## config.mk

```make
export PLATFORM = sky130hd
export DESIGN_NAME = snes_poller
export DESIGN_NICKNAME = d
export VERILOG_FILES = /design/src/rtl/snes_poller.sv
export SDC_FILE = /design/constraint.sdc
export NUM_CORES = 1
export LEC_CHECK = 0
export CAP_MARGIN = 25
export CORE_MARGIN = 1.5
export CORE_UTILIZATION = 54
export CTS_BUF_LIST = sky130_fd_sc_hd__clkbuf_4 sky130_fd_sc_hd__clkbuf_8
export DETAILED_ROUTE_END_ITERATION = 8
export PLACE_DENSITY = 0.82
export SLEW_MARGIN = 20
export SYNTH_ARGS = -nofsm -noshare
export SYNTH_HDL_FRONTEND = slang
export SYNTH_SLANG_ARGS = --single-unit
```

## constraint.sdc

```tcl
create_clock -name clk -period 3.4 [get_ports clk]
set_input_delay 0.34 -clock clk [delete_from_list [all_inputs] [get_ports clk]]
set_output_delay 0.34 -clock clk [all_outputs]
set_load 0.02 [all_outputs]
```

## src/rtl/snes_poller.sv

```systemverilog
// snes_poller: polls two SNES pads over a shared latch/clock bus at a fixed
// frame rate and publishes active-high 12-bit button words.
//   clk, reset_n          : system clock, asynchronous active-low reset
//   enable                : periodic polling on; dropping it lets the current frame finish
//   pad1_data, pad2_data  : asynchronous serial data from the pads (0 = pressed)
//   pad_latch, pad_clk    : shared latch (idle low) and serial clock (idle high)
//   p1data, p2data        : button words, bit0 = first serial bit (B) .. bit11 = R
//   valid                 : 1-cycle pulse when p1data/p2data update
//   busy                  : high while a frame is latching or shifting
module snes_poller #(
    parameter int unsigned HALF_CYC    = 144,
    parameter int unsigned POLL_PERIOD = 400000,
    parameter int unsigned NBITS       = 16
) (
    input  logic        clk,
    input  logic        reset_n,
    input  logic        enable,
    input  logic        pad1_data,
    input  logic        pad2_data,
    output logic        pad_latch,
    output logic        pad_clk,
    output logic [11:0] p1data,
    output logic [11:0] p2data,
    output logic        valid,
    output logic        busy
);

    localparam int unsigned DW = 12;
    localparam int unsigned CW = $clog2(2 * HALF_CYC);
    localparam int unsigned TW = $clog2(POLL_PERIOD);
    localparam int unsigned BW = $clog2(NBITS);

    localparam logic [1:0] S_IDLE  = 2'd0;
    localparam logic [1:0] S_LATCH = 2'd1;
    localparam logic [1:0] S_SHIFT = 2'd2;
    localparam logic [1:0] S_DONE  = 2'd3;

    logic [1:0]    state_q, state_d;
    logic [CW-1:0] cnt_q, cnt_d;
    logic [BW-1:0] bit_q, bit_d;
    logic [TW-1:0] timer_q, timer_d;
    logic [1:0]    s1_q, s2_q;
    logic [DW-1:0] sh1_q, sh1_d, sh2_q, sh2_d;
    logic [DW-1:0] p1_q, p1_d, p2_q, p2_d;
    logic          latch_q, latch_d, pclk_q, pclk_d;
    logic          valid_q, valid_d, busy_q, busy_d;
    logic          sample;

    // Two-flop synchronizers; idle value 1 means "not pressed"
    always_ff @(posedge clk or negedge reset_n) begin
        if (!reset_n) begin
            s1_q <= 2'b11;
            s2_q <= 2'b11;
        end else begin
            s1_q <= {s1_q[0], pad1_data};
            s2_q <= {s2_q[0], pad2_data};
        end
    end

    // Frame-rate timer, parked at 0 while polling is disabled
    always_comb begin
        timer_d = timer_q;
        if (!enable) begin
            timer_d = '0;
        end else if (timer_q == TW'(POLL_PERIOD - 1)) begin
            timer_d = '0;
        end else begin
            timer_d = timer_q + TW'(1);
        end
    end

    // Next-state, sampling and registered-output logic
    always_comb begin
        state_d = state_q;
        cnt_d   = cnt_q;
        bit_d   = bit_q;
        sh1_d   = sh1_q;
        sh2_d   = sh2_q;
        p1_d    = p1_q;
        p2_d    = p2_q;
        sample  = 1'b0;

        case (state_q)
            S_IDLE: begin
                // A timer wrap during a frame is ignored: only a zero seen here starts one
                if (enable && timer_q == '0) begin
                    state_d = S_LATCH;
                    cnt_d   = '0;
                    bit_d   = '0;
                    sh1_d   = '0;
                    sh2_d   = '0;
                end
            end
            S_LATCH: begin
                if (cnt_q == CW'(2 * HALF_CYC - 1)) begin
                    sample  = 1'b1;
                    state_d = S_SHIFT;
                    cnt_d   = '0;
                    bit_d   = BW'(1);
                end else begin
                    cnt_d = cnt_q + CW'(1);
                end
            end
            S_SHIFT: begin
                // Bit k is taken at the end of pulse k, after the pad has
                // shifted on that pulse's rising edge and the synchronizer settled
                if (cnt_q == CW'(2 * HALF_CYC - 1)) begin
                    sample = 1'b1;
                    cnt_d  = '0;
                    if (bit_q == BW'(NBITS - 1)) begin
                        state_d = S_DONE;
                    end else begin
                        bit_d = bit_q + BW'(1);
                    end
                end else begin
                    cnt_d = cnt_q + CW'(1);
                end
            end
            default: begin
                state_d = S_IDLE;
            end
        endcase

        // Inverted store; bits past the word width are dropped
        if (sample) begin
            for (int i = 0; i < int'(DW); i++) begin
                if (bit_q == BW'(i)) begin
                    sh1_d[i] = ~s1_q[1];
                    sh2_d[i] = ~s2_q[1];
                end
            end
        end

        // Publish both words together as DONE is entered
        if (state_q != S_DONE && state_d == S_DONE) begin
            p1_d = sh1_d;
            p2_d = sh2_d;
        end

        latch_d = (state_d == S_LATCH);
        pclk_d  = !(state_d == S_SHIFT && cnt_d < CW'(HALF_CYC));
        busy_d  = (state_d == S_LATCH) || (state_d == S_SHIFT);
        valid_d = (state_d == S_DONE);
    end

    // State and output registers
    always_ff @(posedge clk or negedge reset_n) begin
        if (!reset_n) begin
            state_q <= S_IDLE;
            cnt_q   <= '0;
            bit_q   <= '0;
            timer_q <= '0;
            sh1_q   <= '0;
            sh2_q   <= '0;
            p1_q    <= '0;
            p2_q    <= '0;
            latch_q <= 1'b0;
            pclk_q  <= 1'b1;
            valid_q <= 1'b0;
            busy_q  <= 1'b0;
        end else begin
            state_q <= state_d;
            cnt_q   <= cnt_d;
            bit_q   <= bit_d;
            timer_q <= timer_d;
            sh1_q   <= sh1_d;
            sh2_q   <= sh2_d;
            p1_q    <= p1_d;
            p2_q    <= p2_d;
            latch_q <= latch_d;
            pclk_q  <= pclk_d;
            valid_q <= valid_d;
            busy_q  <= busy_d;
        end
    end

    assign pad_latch = latch_q;
    assign pad_clk   = pclk_q;
    assign p1data    = p1_q;
    assign p2data    = p2_q;
    assign valid     = valid_q;
    assign busy      = busy_q;

endmodule

```

### Yosys cells after proc, flatten, opt, wreduce, memory -nomap -nowiden

Cells that the tools add are included.
W data, S select, Z words.

| cells by class | value |
|---|---|
| $add $sub $neg | 3 |
| bitwise logic cells | 2 |
| equal/unequal tests | 24 |
| reduce and logical (&&, ||, !) cells | 11 |
| magnitude comparators | 1 |
| mux-type cells | 47 |

Operators by type and width:

| cell | number |
|---|---|
| $mux W12 | 6 |
| $mux W19 | 2 |
| $mux W1 | 26 |
| $eq A4 B4 Y1 const B | 5 |
| $add A19 B1 Y19 const B | 1 |
| $eq A19 B19 Y1 const B | 1 |
| $logic_not A19 Y1 | 1 |
| $mux W9 | 2 |
| $pmux W9 S2 | 1 |
| $eq A4 B3 Y1 const B | 4 |
| $mux W4 | 4 |
| $pmux W4 S3 | 1 |
| $ne A2 B2 Y1 const B | 5 |
| $add A9 B1 Y9 const B | 1 |
| $eq A9 B9 Y1 const B | 1 |
| $lt A9 B8 Y1 const B | 1 |
| $eq A4 B2 Y1 const B | 2 |
| $mux W2 | 4 |
| $eq A2 B2 Y1 const B | 3 |
| $pmux W2 S3 | 1 |
| $reduce_and A5 Y1 | 1 |
| $add A4 B1 Y4 const B | 1 |
| $eq A2 B1 Y1 const B | 2 |
| $eq A4 B1 Y1 const B | 1 |
| other kinds (8) | 11 |

| word-level totals | value |
|---|---|
| output and inout bits | 28 |
| logic and storage cells | 102 |
| register bits | 90 |

### Logic depth before layout (Yosys ltp)

| depth | value |
|---|---|
| depth in word-level cells | 7 |
| depth in mapped cells | 14 |
| gate-level depth less buffers | 11 |

### Least setup slack after synthesis

No wires, ideal clock.

| timing | value |
|---|---|
| path kind | reg2reg |
| start | register timer_q[0] |
| end | register p1_q[0] (netlist: p1data[0]) |
| library setup time | 0.125 ns |
| data required time | 3.275 ns |
| arrival | 2.989 ns |
| setup slack | 0.286 ns |
| cell stages (with the launch flop) | 15 |
| cell sequence | dfrtp_1 -> inv_1 -> ha_1 -> nor4b_1 -> nand3_1 -> or3_1 -> clkbuf_8 -> buf_6 -> a221o_1 -> inv_1 -> ha_1 -> nand2b_1 -> buf_4 -> dlygate4sd1_1 -> mux2_2 |

| on the way | value |
|---|---|
| longest elaborated chain between the ends | 6 |
| elaborated cells between the ends (all ways) | 10 |
| classes of those cells | eq/ne (1); mux (6); reduce/logical (3) |

Ends and longest elaborated chain:

| element | RTL line | source |
|---|---|---|
| from (decl) | 41 | `logic [TW-1:0] timer_q, timer_d;` |
| from (signal assigned) | 165 | `timer_q <= timer_d;` |
| $logic_not A19 Y1 | 86 | `if (enable && timer_q == '0) begin` |
| $logic_and A1 B1 Y1 | 86 |  |
| $mux W2 | 86 |  |
| $pmux W2 S3 | 83 | `case (state_q)` |
| named net state_d[0] | 38 | `logic [1:0] state_q, state_d;` |
| $eq A2 B2 Y1 | n/a |  |
| named net valid_d | 46 | `logic valid_q, valid_d, busy_q, busy_d;` |
| $logic_and A1 B1 Y1 | 135 | `if (state_q != S_DONE && state_d == S_DONE) begin` |
| to (signal assigned) | 168 | `p1_q <= p1_d;` |
| to (decl) | 44 | `logic [DW-1:0] p1_q, p1_d, p2_q, p2_d;` |

The timed path passes the listed nets, and every way through them passes these cells.
A chain may end at the register's enable or synchronous reset.

### Worst setup path in the final report

| timing | value |
|---|---|
| start | register timer_q[0] |
| end | register p2_q[10] (netlist: p2data[10]) |

| on the way | value |
|---|---|
| longest elaborated chain between the ends | 6 |
| elaborated cells between the ends (all ways) | 10 |
| classes of those cells | eq/ne (1); mux (6); reduce/logical (3) |

Ends and longest elaborated chain:

| element | RTL line | source |
|---|---|---|
| $logic_not A19 Y1 | 86 |  |
| $logic_and A1 B1 Y1 | 86 |  |
| $mux W2 | 86 |  |
| $pmux W2 S3 | 83 |  |
| named net state_d[1] | 38 |  |
| $eq A2 B2 Y1 | n/a |  |
| named net valid_d | 46 |  |
| $logic_and A1 B1 Y1 | 135 |  |
| to (signal assigned) | 169 | `p2_q <= p2_d;` |
| to (decl) | 44 |  |

The timed path passes the listed nets, and every way through them passes these cells.

==> metrics.cfg <==
[critical_path]
required_ps=3640
startpoint=timer_q[0]
crit_path_top_delay_cell=dfrtp_1
worstReg2RegEnd=p2data[10]
setup.worst_path.class=reg -> reg
r2r_start=timer_q[0]
path_cells=inv_1, ha_1, nor4b_1, nand3_1, o21ai_1, o21bai_1, a21oi_1, nor2_1, ha_1, nand2b_1, buf_4, mux2_2
worstSetupPathDepth=12
worst-endpoint-arrival_ps=3280
end_kind=flip-flop
critical_path.top_delay_family=simple AND/OR/NAND/NOR gates
crit_buf_inv=2
path_max_fanout=24
cpPeakStageDelay_ps=450
rr_worst_depth=12
worst_path_most_repeated_cell=ha_1
start_kind=flip-flop
rrSetupSlack_ps=360

[synth]
post_synth_fa_ha_maj_area_fraction=0.0454
synth_top_family_by_area=simple AND/OR/NAND/NOR gates
synth_compound_gate_area_share=0.0917
synth_top_area_cell=dfrtp_1
yosys.area.top_type_share=0.514
synth_cell_type_count=48
synthesis.nets=395
ys_warn_count=0
netlist_area_um2=4140
ys_seq_area_frac=0.546
async_flop_share=1.00
yosys.area_share.simple=0.181
synth_xor_area_frac=0.0339
ys.flop_type=dfrtp_1
synthMuxAreaShare=0.0653
synthTopCellsByArea=dfrtp_1 (51%), mux2_2 (6.5%), nand3_1 (5.4%), ha_1 (4.5%), o21ai_0 (3.5%)
netlist_instances=375
ys_seq_elements=90
synth-edff-count=0
syn_avg_cell_area_um2=11.0

[floorplan]
die-area_um2=8190
core_area_um2=7330
ios=33
fp.dieW_um=90.5
die_height_um=90.5
rows=31
initial_core_util=0.564

[routing]
viasPerCell=5.61
firstDrtPassIters=4
drt-wirelength-per-cell_um=15.4
ant_nets=0
drt-total-wl_um=7960
via_count=2890
post-route-drc-count=0
drtIter0Drc=163

[layout]
drive_above_1_share=0.144
area_growth_pct=13.6
fin_nets=431
nFillCells=576
finalNonFillerCells=515
num_antenna_cells=0
design_area_um2=4700

[timing]
timing.hold.ws_ps=55.5
setup_viol=0
finalHoldViolations=0
rsz0062_at_grt=no
max-slew-margin-rel=0.487
fin_tns_setup_ps=0
clock_skew_ps=10.5
tightest_slew_ps=769
min_period_over_period=0.894
max_freq_mhz=329
timing.final.crit_period_ps=3040
final_max_slew_viol_count=0

[clocking]
clockBufferDepth=2
cts_tree=done
cts_resized=0
root_buffer=clkbuf_8
numClockSinks=90
hold_buffers=0
ctsHtreeMaxLevel=3
clock_latency_ps=360
cts_inserted_buffers=9
clk_pin_slew_ps=90
post_cts_buffers=0

[placement]
dp.cells=499
gp_congestion=0.913
placed_area_um2=4520
dp_hpwl_um=5540
portBuffers=32

[global_routing]
grt_pass1_vias=2859
grt_pass1_wl_um=13500
grt_util_all_layers=0.207
overflow=0
antenna_found_initial=0
grt_max_degree=64

[pwr]
comb_power_share=0.024
intPower_mw=1.37
p_leak_nw=2.14
p_sw_mw=0.440
ir_drop_v=0.000363
power_density_nw_per_um2=385
switching_share=0.243
power.share.sequential=0.600
p_total_mw=1.81
p_clk_frac=0.376

[run]
max_cap_viol_count=0

[hold_path]
hold_class=in -> async

[status]
status=complete, no violations

==> how the worst max path moves through the flow <==
stage / slack, ps / to
after global placement: 400 / p2data[7]
after floorplan: 290 / p1data[0]
after global routing: 150 / p2data[10]
after detailed placement: 280 / p2data[10]
after CTS: 340 / p2data[10]
final: 360 / p2data[10]
==> power by group through the flow <==
stage                     logic (mW)  registers, mW  clock network [mW]
after floorplan               0.0163           1.10                   0
after global placement        0.0433           1.11                   0
after detailed placement      0.0444           1.11                   0
after CTS                     0.0452           1.09               0.694
after global routing          0.0511           1.09               0.741
final                         0.0433           1.09               0.680
==> cells in the mapped netlist (3+ instances only) <==
library cell / number
mux2_2: 24
inv_1: 14
nand3_1: 45
nor4b_1: 3
clkbuf_1: 3
o21ai_0: 29
ha_1: 15
nand2b_1: 8
a21oi_1: 6
a31oi_1: 4
dfrtp_1: 85
xor2_1: 9
nor3_1: 4
o21ai_1: 10
and3_1: 7
nor2_1: 27
xnor2_1: 7
nand4_1: 6
nand2_1: 25
dfstp_2: 5
==> kinds of logic (layout without fill, tap and decap cells) <==
group,Yosys count,count (layout)
mux,24,24
xor+xnor,16,16
fa+ha+maj,15,15
flops,90,90
simple gates,141,141
buf+inv,26,67
compound gates,63,63
==> per-stage QoR <==
step / worst slack [ps] / util
after floorplan: 286 / -
after global placement: 400 / 0.616
after detailed placement: 275 / 0.616
after CTS: 336 / 0.641
after global routing: 153 / 0.641
final: 359 / 0.641
==> routing by layer <==
layer / wire (um) / global-route usage / vias to the layer above / part of all wire
met2: 3880 / 0.337 / 56 / 0.49
met3: 257 / 0.0328 / 19 / 0.032
met1: 3630 / 0.269 / 1424 / 0.46
met4: 189 / 0.0992 / 0 / 0.024
met5: 0 / 0 / - / 0
li1: - / - / 1391 / -
==> sequential cells by signal, summed over array words and instances (netlist names) <==
register / count
s2_q: 2
busy: 1
pad_latch: 1
valid: 1
sh1_q: 12
p1data: 12
s1_q: 2
pad_clk: 1
timer_q: 19
state_q: 2
p2data: 12
cnt_q: 9
bit_q: 4
sh2_q: 12
==> layout by cell type, fill, tap and decap left out, types with 3 or more instances in the layout <==
cell and count:
nor3_1 4, nand2b_1 8, nor2_1 27, mux2_2 24, xor2_1 9, dfstp_2 5
ha_1 15, a31oi_1 4, dfrtp_1 85, and3_1 7, buf_4 6, nand3_1 45
clkbuf_8 9, a21oi_1 6, xnor2_1 7, nor4b_1 3, o21ai_1 10, nand2_1 25
clkdlybuf4s50_1 31, nand4_1 6, inv_1 14, o21ai_0 29
==> final cells by class <==
cell class                      count  area (um^2)  area share
Sequential cell                    90         2260       0.480
Clock buffer                        9          124      0.0264
Inverter                           14         52.6      0.0112
Tap cell                           99          124      0.0264
Timing Repair Buffer               37          355      0.0756
Multi-Input combinational cell    259         1730       0.367
Clock inverter                      7         60.1      0.0128
No activity file was read; power rests on OpenSTA's default activity.
